<file path="config.mk">
export PLATFORM = sky130hd
export DESIGN_NAME = fano_sync_ctrl_flat
export DESIGN_NICKNAME = d
export VERILOG_FILES = /design/src/rtl/fano_sync_ctrl_if.sv /design/src/rtl/fano_sync_ctrl.sv /design/src/flat_wrapper.sv
export SDC_FILE = /design/constraint.sdc
export NUM_CORES = 1
export LEC_CHECK = 0
export CAP_MARGIN = 15
export CELL_PAD_IN_SITES_DETAIL_PLACEMENT = 2
export CELL_PAD_IN_SITES_GLOBAL_PLACEMENT = 2
export CORE_ASPECT_RATIO = 0.7
export CORE_MARGIN = 2
export CORE_UTILIZATION = 37
export CTS_CLUSTER_SIZE = 8
export DETAILED_ROUTE_END_ITERATION = 10
export HOLD_SLACK_MARGIN = 0.15
export PLACE_DENSITY_LB_ADDON = 0.1
export REMOVE_ABC_BUFFERS = 1
export SYNTH_ARGS = -nofsm -noshare
export SYNTH_HDL_FRONTEND = slang
export SYNTH_SLANG_ARGS = --single-unit
</file>
<file path="constraint.sdc">
create_clock -name clk -period 8.6 [get_ports clk]
set_input_delay 1.29 -clock clk [delete_from_list [all_inputs] [get_ports clk]]
set_output_delay 1.29 -clock clk [all_outputs]
set_load 0.05 [all_outputs]
</file>
<file path="src/rtl/fano_sync_ctrl_if.sv">
// -----------------------------------------------------------------------------
// fano_sync_ctrl_if
// Bundle of configuration, decoder status and control signals exchanged
// between a host (master) and the Fano decoder sync controller (slave).
//   i_enable      run acquisition
//   i_num_hyp     number of phase/mapping hypotheses (0 behaves as 1)
//   i_settle      cycles to wait after an LLR reset before observing
//   i_dwell       observation window length in decoder input symbols
//   i_lose_cnt    consecutive sync-less windows that declare loss
//   i_sym_vld     one decoder input symbol accepted this cycle
//   i_is_sync     decoder sync indicator (level)
//   o_llr_reset   decoder LLR/path-metric reset
//   o_shift_phase one-cycle strobe: hypothesis changed
//   o_hyp         current hypothesis index
//   o_locked      decoder locked on current hypothesis
//   o_state       FSM state code
//   o_sweeps      completed full hypothesis sweeps (saturating)
// -----------------------------------------------------------------------------
interface fano_sync_ctrl_if #(
    parameter int HYP_W = 3,
    parameter int WIN_W = 24
);
    logic             i_enable;
    logic [HYP_W-1:0] i_num_hyp;
    logic [15:0]      i_settle;
    logic [WIN_W-1:0] i_dwell;
    logic [7:0]       i_lose_cnt;
    logic             i_sym_vld;
    logic             i_is_sync;
    logic             o_llr_reset;
    logic             o_shift_phase;
    logic [HYP_W-1:0] o_hyp;
    logic             o_locked;
    logic [2:0]       o_state;
    logic [7:0]       o_sweeps;

    modport master (
        output i_enable, i_num_hyp, i_settle, i_dwell, i_lose_cnt,
               i_sym_vld, i_is_sync,
        input  o_llr_reset, o_shift_phase, o_hyp, o_locked, o_state, o_sweeps
    );

    modport slave (
        input  i_enable, i_num_hyp, i_settle, i_dwell, i_lose_cnt,
               i_sym_vld, i_is_sync,
        output o_llr_reset, o_shift_phase, o_hyp, o_locked, o_state, o_sweeps
    );
endinterface

</file>
<file path="src/rtl/fano_sync_ctrl.sv">
// -----------------------------------------------------------------------------
// fano_sync_ctrl
// Acquisition controller for a Fano decoder: steps through phase/mapping
// hypotheses, resetting the decoder metrics and watching its sync indicator
// for a dwell window on each, then supervises lock and re-acquires on loss.
// Ports:
//   clk     system clock, rising edge
//   nRESET  synchronous active-low reset
//   bus     fano_sync_ctrl_if.slave (configuration, decoder status, outputs)
// All outputs are flops. Each output flop is loaded from the next state, so
// o_llr_reset / o_shift_phase / o_locked are exactly coincident with the
// RST / ADVANCE / LOCKED state codes. o_hyp takes its new value on entry to
// ADVANCE, i.e. together with the o_shift_phase strobe.
// -----------------------------------------------------------------------------
module fano_sync_ctrl #(
    parameter int HYP_W = 3,
    parameter int WIN_W = 24
) (
    input  logic             clk,
    input  logic             nRESET,
    fano_sync_ctrl_if.slave  bus
);
    typedef enum logic [2:0] {
        ST_IDLE    = 3'd0,
        ST_RST     = 3'd1,
        ST_SETTLE  = 3'd2,
        ST_SEARCH  = 3'd3,
        ST_ADVANCE = 3'd4,
        ST_LOCKED  = 3'd5
    } state_t;

    state_t           state_q,       state_d;
    logic [15:0]      cyc_cnt_q,     cyc_cnt_d;
    logic [WIN_W-1:0] sym_cnt_q,     sym_cnt_d;
    logic [7:0]       miss_cnt_q,    miss_cnt_d;
    logic             seen_sync_q,   seen_sync_d;
    logic [HYP_W-1:0] num_hyp_q,     num_hyp_d;
    logic [15:0]      settle_q,      settle_d;
    logic [WIN_W-1:0] dwell_q,       dwell_d;
    logic [7:0]       lose_q,        lose_d;
    logic [HYP_W-1:0] hyp_q,         hyp_d;
    logic [7:0]       sweeps_q,      sweeps_d;
    logic             llr_reset_q,   llr_reset_d;
    logic             shift_phase_q, shift_phase_d;
    logic             locked_q,      locked_d;

    // Zero-valued configuration behaves as one; "last" values are the
    // terminal counts of up-counters cleared on state entry.
    logic [HYP_W-1:0] num_hyp_eff;
    logic [15:0]      settle_last;
    logic [WIN_W-1:0] dwell_last;
    logic [7:0]       lose_eff;
    logic             win_end;
    logic             hyp_wrap;

    assign num_hyp_eff = (num_hyp_q == {HYP_W{1'b0}}) ? {{(HYP_W-1){1'b0}}, 1'b1} : num_hyp_q;
    assign settle_last = (settle_q == 16'd0) ? 16'd0 : settle_q - 16'd1;
    assign dwell_last  = (dwell_q == {WIN_W{1'b0}}) ? {WIN_W{1'b0}} : dwell_q - {{(WIN_W-1){1'b0}}, 1'b1};
    assign lose_eff    = (lose_q == 8'd0) ? 8'd1 : lose_q;
    assign win_end     = bus.i_sym_vld && (sym_cnt_q == dwell_last);
    assign hyp_wrap    = (({1'b0, hyp_q} + {{HYP_W{1'b0}}, 1'b1}) == {1'b0, num_hyp_eff});

    // Next-state, counter, configuration and output computation.
    always_comb begin
        state_d     = state_q;
        cyc_cnt_d   = cyc_cnt_q;
        sym_cnt_d   = sym_cnt_q;
        miss_cnt_d  = miss_cnt_q;
        seen_sync_d = seen_sync_q;
        num_hyp_d   = num_hyp_q;
        settle_d    = settle_q;
        dwell_d     = dwell_q;
        lose_d      = lose_q;
        hyp_d       = hyp_q;
        sweeps_d    = sweeps_q;

        if (!bus.i_enable) begin
            // Disable wins over every other transition, including an
            // in-progress LLR reset burst.
            state_d     = ST_IDLE;
            cyc_cnt_d   = 16'd0;
            sym_cnt_d   = {WIN_W{1'b0}};
            miss_cnt_d  = 8'd0;
            seen_sync_d = 1'b0;
        end else begin
            case (state_q)
                ST_IDLE: begin
                    state_d   = ST_RST;
                    cyc_cnt_d = 16'd0;
                    num_hyp_d = bus.i_num_hyp;
                    settle_d  = bus.i_settle;
                    dwell_d   = bus.i_dwell;
                    lose_d    = bus.i_lose_cnt;
                end
                ST_RST: begin
                    // Four-cycle LLR reset burst.
                    if (cyc_cnt_q == 16'd3) begin
                        state_d   = ST_SETTLE;
                        cyc_cnt_d = 16'd0;
                    end else begin
                        cyc_cnt_d = cyc_cnt_q + 16'd1;
                    end
                end
                ST_SETTLE: begin
                    if (cyc_cnt_q == settle_last) begin
                        state_d   = ST_SEARCH;
                        sym_cnt_d = {WIN_W{1'b0}};
                    end else begin
                        cyc_cnt_d = cyc_cnt_q + 16'd1;
                    end
                end
                ST_SEARCH: begin
                    // Sync takes priority over a window expiring on the same cycle.
                    if (bus.i_is_sync) begin
                        state_d     = ST_LOCKED;
                        sym_cnt_d   = {WIN_W{1'b0}};
                        miss_cnt_d  = 8'd0;
                        seen_sync_d = 1'b0;
                    end else if (win_end) begin
                        state_d   = ST_ADVANCE;
                        sym_cnt_d = {WIN_W{1'b0}};
                    end else if (bus.i_sym_vld) begin
                        sym_cnt_d = sym_cnt_q + {{(WIN_W-1){1'b0}}, 1'b1};
                    end else begin
                        sym_cnt_d = sym_cnt_q;
                    end
                end
                ST_ADVANCE: begin
                    state_d   = ST_RST;
                    cyc_cnt_d = 16'd0;
                end
                ST_LOCKED: begin
                    if (win_end) begin
                        sym_cnt_d   = {WIN_W{1'b0}};
                        seen_sync_d = 1'b0;
                        // A sync on the window's last symbol still counts for it.
                        if (seen_sync_q || bus.i_is_sync) begin
                            miss_cnt_d = 8'd0;
                        end else if ((miss_cnt_q + 8'd1) == lose_eff) begin
                            state_d    = ST_RST;
                            cyc_cnt_d  = 16'd0;
                            miss_cnt_d = 8'd0;
                        end else begin
                            miss_cnt_d = miss_cnt_q + 8'd1;
                        end
                    end else begin
                        sym_cnt_d   = bus.i_sym_vld ? (sym_cnt_q + {{(WIN_W-1){1'b0}}, 1'b1}) : sym_cnt_q;
                        seen_sync_d = seen_sync_q | bus.i_is_sync;
                    end
                end
                default: begin
                    state_d = ST_IDLE;
                end
            endcase
        end

        // Hypothesis and sweep bookkeeping follow the next state.
        if (state_d == ST_IDLE) begin
            hyp_d    = {HYP_W{1'b0}};
            sweeps_d = 8'd0;
        end else if (state_d == ST_ADVANCE) begin
            if (hyp_wrap) begin
                hyp_d    = {HYP_W{1'b0}};
                sweeps_d = (sweeps_q == 8'hFF) ? sweeps_q : sweeps_q + 8'd1;
            end else begin
                hyp_d    = hyp_q + {{(HYP_W-1){1'b0}}, 1'b1};
                sweeps_d = sweeps_q;
            end
        end else begin
            hyp_d    = hyp_q;
            sweeps_d = sweeps_q;
        end

        llr_reset_d   = (state_d == ST_RST);
        shift_phase_d = (state_d == ST_ADVANCE);
        locked_d      = (state_d == ST_LOCKED);
    end

    // State, counter, configuration and output registers with synchronous reset.
    always_ff @(posedge clk) begin
        if (!nRESET) begin
            state_q       <= ST_IDLE;
            cyc_cnt_q     <= 16'd0;
            sym_cnt_q     <= {WIN_W{1'b0}};
            miss_cnt_q    <= 8'd0;
            seen_sync_q   <= 1'b0;
            num_hyp_q     <= {HYP_W{1'b0}};
            settle_q      <= 16'd0;
            dwell_q       <= {WIN_W{1'b0}};
            lose_q        <= 8'd0;
            hyp_q         <= {HYP_W{1'b0}};
            sweeps_q      <= 8'd0;
            llr_reset_q   <= 1'b0;
            shift_phase_q <= 1'b0;
            locked_q      <= 1'b0;
        end else begin
            state_q       <= state_d;
            cyc_cnt_q     <= cyc_cnt_d;
            sym_cnt_q     <= sym_cnt_d;
            miss_cnt_q    <= miss_cnt_d;
            seen_sync_q   <= seen_sync_d;
            num_hyp_q     <= num_hyp_d;
            settle_q      <= settle_d;
            dwell_q       <= dwell_d;
            lose_q        <= lose_d;
            hyp_q         <= hyp_d;
            sweeps_q      <= sweeps_d;
            llr_reset_q   <= llr_reset_d;
            shift_phase_q <= shift_phase_d;
            locked_q      <= locked_d;
        end
    end

    assign bus.o_llr_reset   = llr_reset_q;
    assign bus.o_shift_phase = shift_phase_q;
    assign bus.o_hyp         = hyp_q;
    assign bus.o_locked      = locked_q;
    assign bus.o_state       = state_q;
    assign bus.o_sweeps      = sweeps_q;
endmodule

</file>
<file path="src/flat_wrapper.sv">
// flat-port wrapper written by rule: the top's interface ports become plain ports
module fano_sync_ctrl_flat 
#(
    parameter int HYP_W = 3,
    parameter int WIN_W = 24
)
  (clk, nRESET, bus_i_enable, bus_i_num_hyp, bus_i_settle, bus_i_dwell, bus_i_lose_cnt, bus_i_sym_vld, bus_i_is_sync, bus_o_llr_reset, bus_o_shift_phase, bus_o_hyp, bus_o_locked, bus_o_state, bus_o_sweeps);
  fano_sync_ctrl_if #(.HYP_W(HYP_W), .WIN_W(WIN_W)) bus_i ();
  input  logic clk;
  input  logic nRESET;
  input wire logic [$bits(bus_i.i_enable)-1:0] bus_i_enable;
  input wire logic [$bits(bus_i.i_num_hyp)-1:0] bus_i_num_hyp;
  input wire logic [$bits(bus_i.i_settle)-1:0] bus_i_settle;
  input wire logic [$bits(bus_i.i_dwell)-1:0] bus_i_dwell;
  input wire logic [$bits(bus_i.i_lose_cnt)-1:0] bus_i_lose_cnt;
  input wire logic [$bits(bus_i.i_sym_vld)-1:0] bus_i_sym_vld;
  input wire logic [$bits(bus_i.i_is_sync)-1:0] bus_i_is_sync;
  output wire logic [$bits(bus_i.o_llr_reset)-1:0] bus_o_llr_reset;
  output wire logic [$bits(bus_i.o_shift_phase)-1:0] bus_o_shift_phase;
  output wire logic [$bits(bus_i.o_hyp)-1:0] bus_o_hyp;
  output wire logic [$bits(bus_i.o_locked)-1:0] bus_o_locked;
  output wire logic [$bits(bus_i.o_state)-1:0] bus_o_state;
  output wire logic [$bits(bus_i.o_sweeps)-1:0] bus_o_sweeps;
  assign bus_i.i_enable = bus_i_enable;
  assign bus_i.i_num_hyp = bus_i_num_hyp;
  assign bus_i.i_settle = bus_i_settle;
  assign bus_i.i_dwell = bus_i_dwell;
  assign bus_i.i_lose_cnt = bus_i_lose_cnt;
  assign bus_i.i_sym_vld = bus_i_sym_vld;
  assign bus_i.i_is_sync = bus_i_is_sync;
  assign bus_o_llr_reset = bus_i.o_llr_reset;
  assign bus_o_shift_phase = bus_i.o_shift_phase;
  assign bus_o_hyp = bus_i.o_hyp;
  assign bus_o_locked = bus_i.o_locked;
  assign bus_o_state = bus_i.o_state;
  assign bus_o_sweeps = bus_i.o_sweeps;
  fano_sync_ctrl #(.HYP_W(HYP_W), .WIN_W(WIN_W)) u_core (.clk(clk), .nRESET(nRESET), .bus(bus_i));
endmodule
</file>
==> reports/summary.txt <==
status -> complete, no violations
root buffer cell -> clkbuf_16
site row count -> 43
grt total ovfl -> 0
FFs w/ async S/R, synth -> 0%
Routed WL -> 26.96 mm
Initial Util -> 38.04%
commonest non-fill, non-tap cell in the layout -> nand2_1
clock buffer count from CTS -> 17
commonest non-fill, non-tap cells in the layout -> 159 x nand2_1, 117 x dfxtp_1, 71 x clkdlybuf4s50_1, 56 x a21boi_0, 48 x a21oi_1
Setup Skew -> 0.009419 ns
Vias -> 7581
first-pass GRT wire length -> 43.79 mm
Max Cap Viol -> 0
post-synthesis register bit count -> 117
Final period util -> 63.90%
Post-synth EDFFs -> 0
R2R Setup Slk -> 3.10 ns
Final ANT Viol Nets -> 0
gpl congestion -> 0.8135
drt pass-1 iters -> 7
Non-Filler Instances -> 1285
Post-Syn Area per Cell -> 7.812 sq um
Max VDD drop -> 0.1176 mV
Final Hold Viols -> 0
minimum clock period -> 5.496 ns
hold depth -> 2
area growth from synthesis to layout -> 18.29%
kind of critical path -> flop to flop
Post-CTS Hold Fix Bufs -> 0
Syn Inst Count -> 972
worst setup margin -> 3.104 ns
beginning of the worst hold path -> u_core.lose_q[0]
Max-Slew Margin vs Limit -> 22.09%
GRT Overall Usage -> 25.56%
mapped cell area -> 7594 sq um
core area -> 19960 sq um
Leakage -> 3.025 nW
RSZ-0062 raised after global routing -> no
pre-CTS setup slack -> 3.304 ns
routed len/inst -> 20.98 um
# DRC -> 0
synth unique cells -> 83
Fmax -> 0.1820 GHz
TritonCTS clock tree -> done
Tightest Pin Transition -> 1.139 ns
CP startpoint kind -> flop
Max Buffers Root-to-Sink -> 2
Top FF cell, synth -> dfxtp_1
Clock transition at path regs -> 0.06 ns
dpl hpwl -> 19.12 mm
DIE HEIGHT -> 123.9 um
Die Wd -> 175.2 um
clock sinks -> 117
I/O Pins -> 73
Post-CTS Setup Repair Bufs -> 0
Worst Hold Path EP -> u_core.lose_q[0]
Die ar. -> 21700 sq um
vias in the first global route -> 7845
fraction of layout cells with a size suffix above 1 -> 5.517%
Ant. Diodes -> 0
H-tree Lvls -> 4
NumNets Final -> 1069
Starting DRT DRC Count -> 455
R2R Path End -> u_core.sym_cnt_q[5]
Critical Path RT -> 8.92 ns
Final Max Slew Viols -> 0
clock latency on the worst-skew pair -> 0.42 ns
YS warnings -> 0
post-synthesis sequential area ratio -> 30.85%
Placed Cells -> 1256
initial antenna violation count -> 0
CP arrival -> 5.81 ns
IO Port Bufs -> 72
largest net degree at the start of global routing -> 56
critical path fanouts, max -> 24
Final TNS setup -> 0 ns
Worst R2R Path Depth -> 12
Reg2Reg Launch Point -> u_core.dwell_q[0]
final setup violation count -> 0
HP Class -> flop to flop
vias per cell -> 5.900
Crit. End Element -> flop
# resized after CTS -> 0
Pwr Density -> 172.0 nW/um^2
-- stage by stage --
| stage | hold WS, ns | total power, mW | util, % | area [sq um] |
|---|---|---|---|---|
| after detailed placement | 0.4715 | 0.8465 | 42.19 | 8421 |
| after global routing | 0.5161 | 1.613 | 45.00 | 8982 |
| after floorplan | 0.4432 | 0.7505 | - | 7323 |
| after global placement | 0.4550 | 0.8383 | 42.19 | 8421 |
| after CTS | 0.4807 | 1.556 | 45.00 | 8982 |
| final | 0.4796 | 1.545 | 45.00 | 8982 |
-- flip-flops by register name, indices dropped and copies added, names as in the netlist --
signal	count
u_core.dwell_q	24
u_core.lose_q	8
u_core.bus.o_hyp	3
u_core.bus.o_llr_reset	1
u_core.bus.o_sweeps	8
u_core.sym_cnt_q	24
u_core.settle_q	16
u_core.miss_cnt_q	8
u_core.num_hyp_q	3
u_core.bus.o_shift_phase	1
u_core.cyc_cnt_q	16
u_core.bus.o_state	3
u_core.seen_sync_q	1
u_core.bus.o_locked	1
-- cells in the mapped netlist (all sizes together), types with 5 or more instances --
master | instances | share of area [%]
or4 | 24 | 2.4
nand2 | 159 | 7.9
buf | 13 | 1.1
o32ai | 5 | 0.58
mux2i | 11 | 1.5
and3 | 14 | 1.2
o21ai | 38 | 2.5
dfxtp | 117 | 31
nor3b | 5 | 0.56
nand4 | 22 | 2.1
xor2 | 28 | 3.2
or3 | 26 | 2.1
nor4 | 24 | 2.3
ha | 8 | 1.3
nand2b | 8 | 0.66
a31oi | 9 | 0.74
o31ai | 14 | 1.4
a21boi | 57 | 5.8
nor2 | 47 | 2.3
and2 | 9 | 0.74
a2111oi | 6 | 0.86
a21oi | 48 | 3.2
nor2b | 7 | 0.58
xnor2 | 40 | 4.6
nor3 | 28 | 1.9
clkbuf | 50 | 2.5
nand3 | 35 | 2.3
inv | 28 | 1.4
o2111a | 5 | 0.74
-- critical path, stage by stage, from the launching register on --
cell and delay (ns):
dfxtp_1 0.37, inv_1 0.11, ha_1 0.20, nor3b_2 0.57, nand4_1 0.43, nor2_1 0.79
a211oi_1 0.10, o32a_1 0.37, nor4bb_1 0.37, nand4_1 0.67, o21ai_0 0.39, a211o_1 0.75
o21ba_2 0.26
-- cells by family after synthesis --
group	count (synthesis)	synth area share, %
buffers and inverters	91	4.943
muxes	12	1.598
adders and majority gates	8	1.318
and+or+nand+nor	433	29.86
DFF	117	30.85
xor gates and xnor gates	72	9.030
AOI/OAI and AO/OA	239	22.41
-- cell type report --
type | count | area [sq um]
Inverter | 28 | 105.1
Tap cell | 270 | 337.8
Clock inverter | 10 | 108.9
Timing Repair Buffer | 77 | 753.2
Multi-Input combinational cell | 764 | 4882
Fill cell | 2256 | 10980
Sequential cell | 117 | 2342
Clock buffer | 19 | 452.9
-- how the worst max path moves through the flow --
stage	startpoint	to	slack, ns	cells after the start
final	u_core.dwell_q[0]	u_core.sym_cnt_q[5]	3.10	12
after global routing	u_core.dwell_q[0]	u_core.sym_cnt_q[5]	2.64	12
after CTS	u_core.dwell_q[0]	u_core.sym_cnt_q[5]	3.22	12
after detailed placement	u_core.dwell_q[0]	u_core.sym_cnt_q[5]	3.30	12
after global placement	u_core.dwell_q[0]	u_core.sym_cnt_q[5]	3.62	12
after floorplan	u_core.dwell_q[4]	u_core.bus.o_hyp[2]	4.11	10
-- where the power goes --
group / switching (mW) / total, mW / internal [mW]
Sequential: 0.0254 / 0.582 / 0.556
Combinational: 0.150 / 0.259 / 0.109
Clock: 0.270 / 0.704 / 0.434
-- routing by layer --
metal | vias up | part of all wire, % | GRT usage, % | routed length, um
met2 | 143 | 44 | 40.18 | 11790
li1 | 3625 | - | - | -
met4 | 0 | 0.97 | 5.313 | 261
met3 | 24 | 3.9 | 4.609 | 1055
met1 | 3789 | 51 | 36.66 | 13860
met5 | - | 0 | 0 | 0
Power figures use the tool's default switching activity.
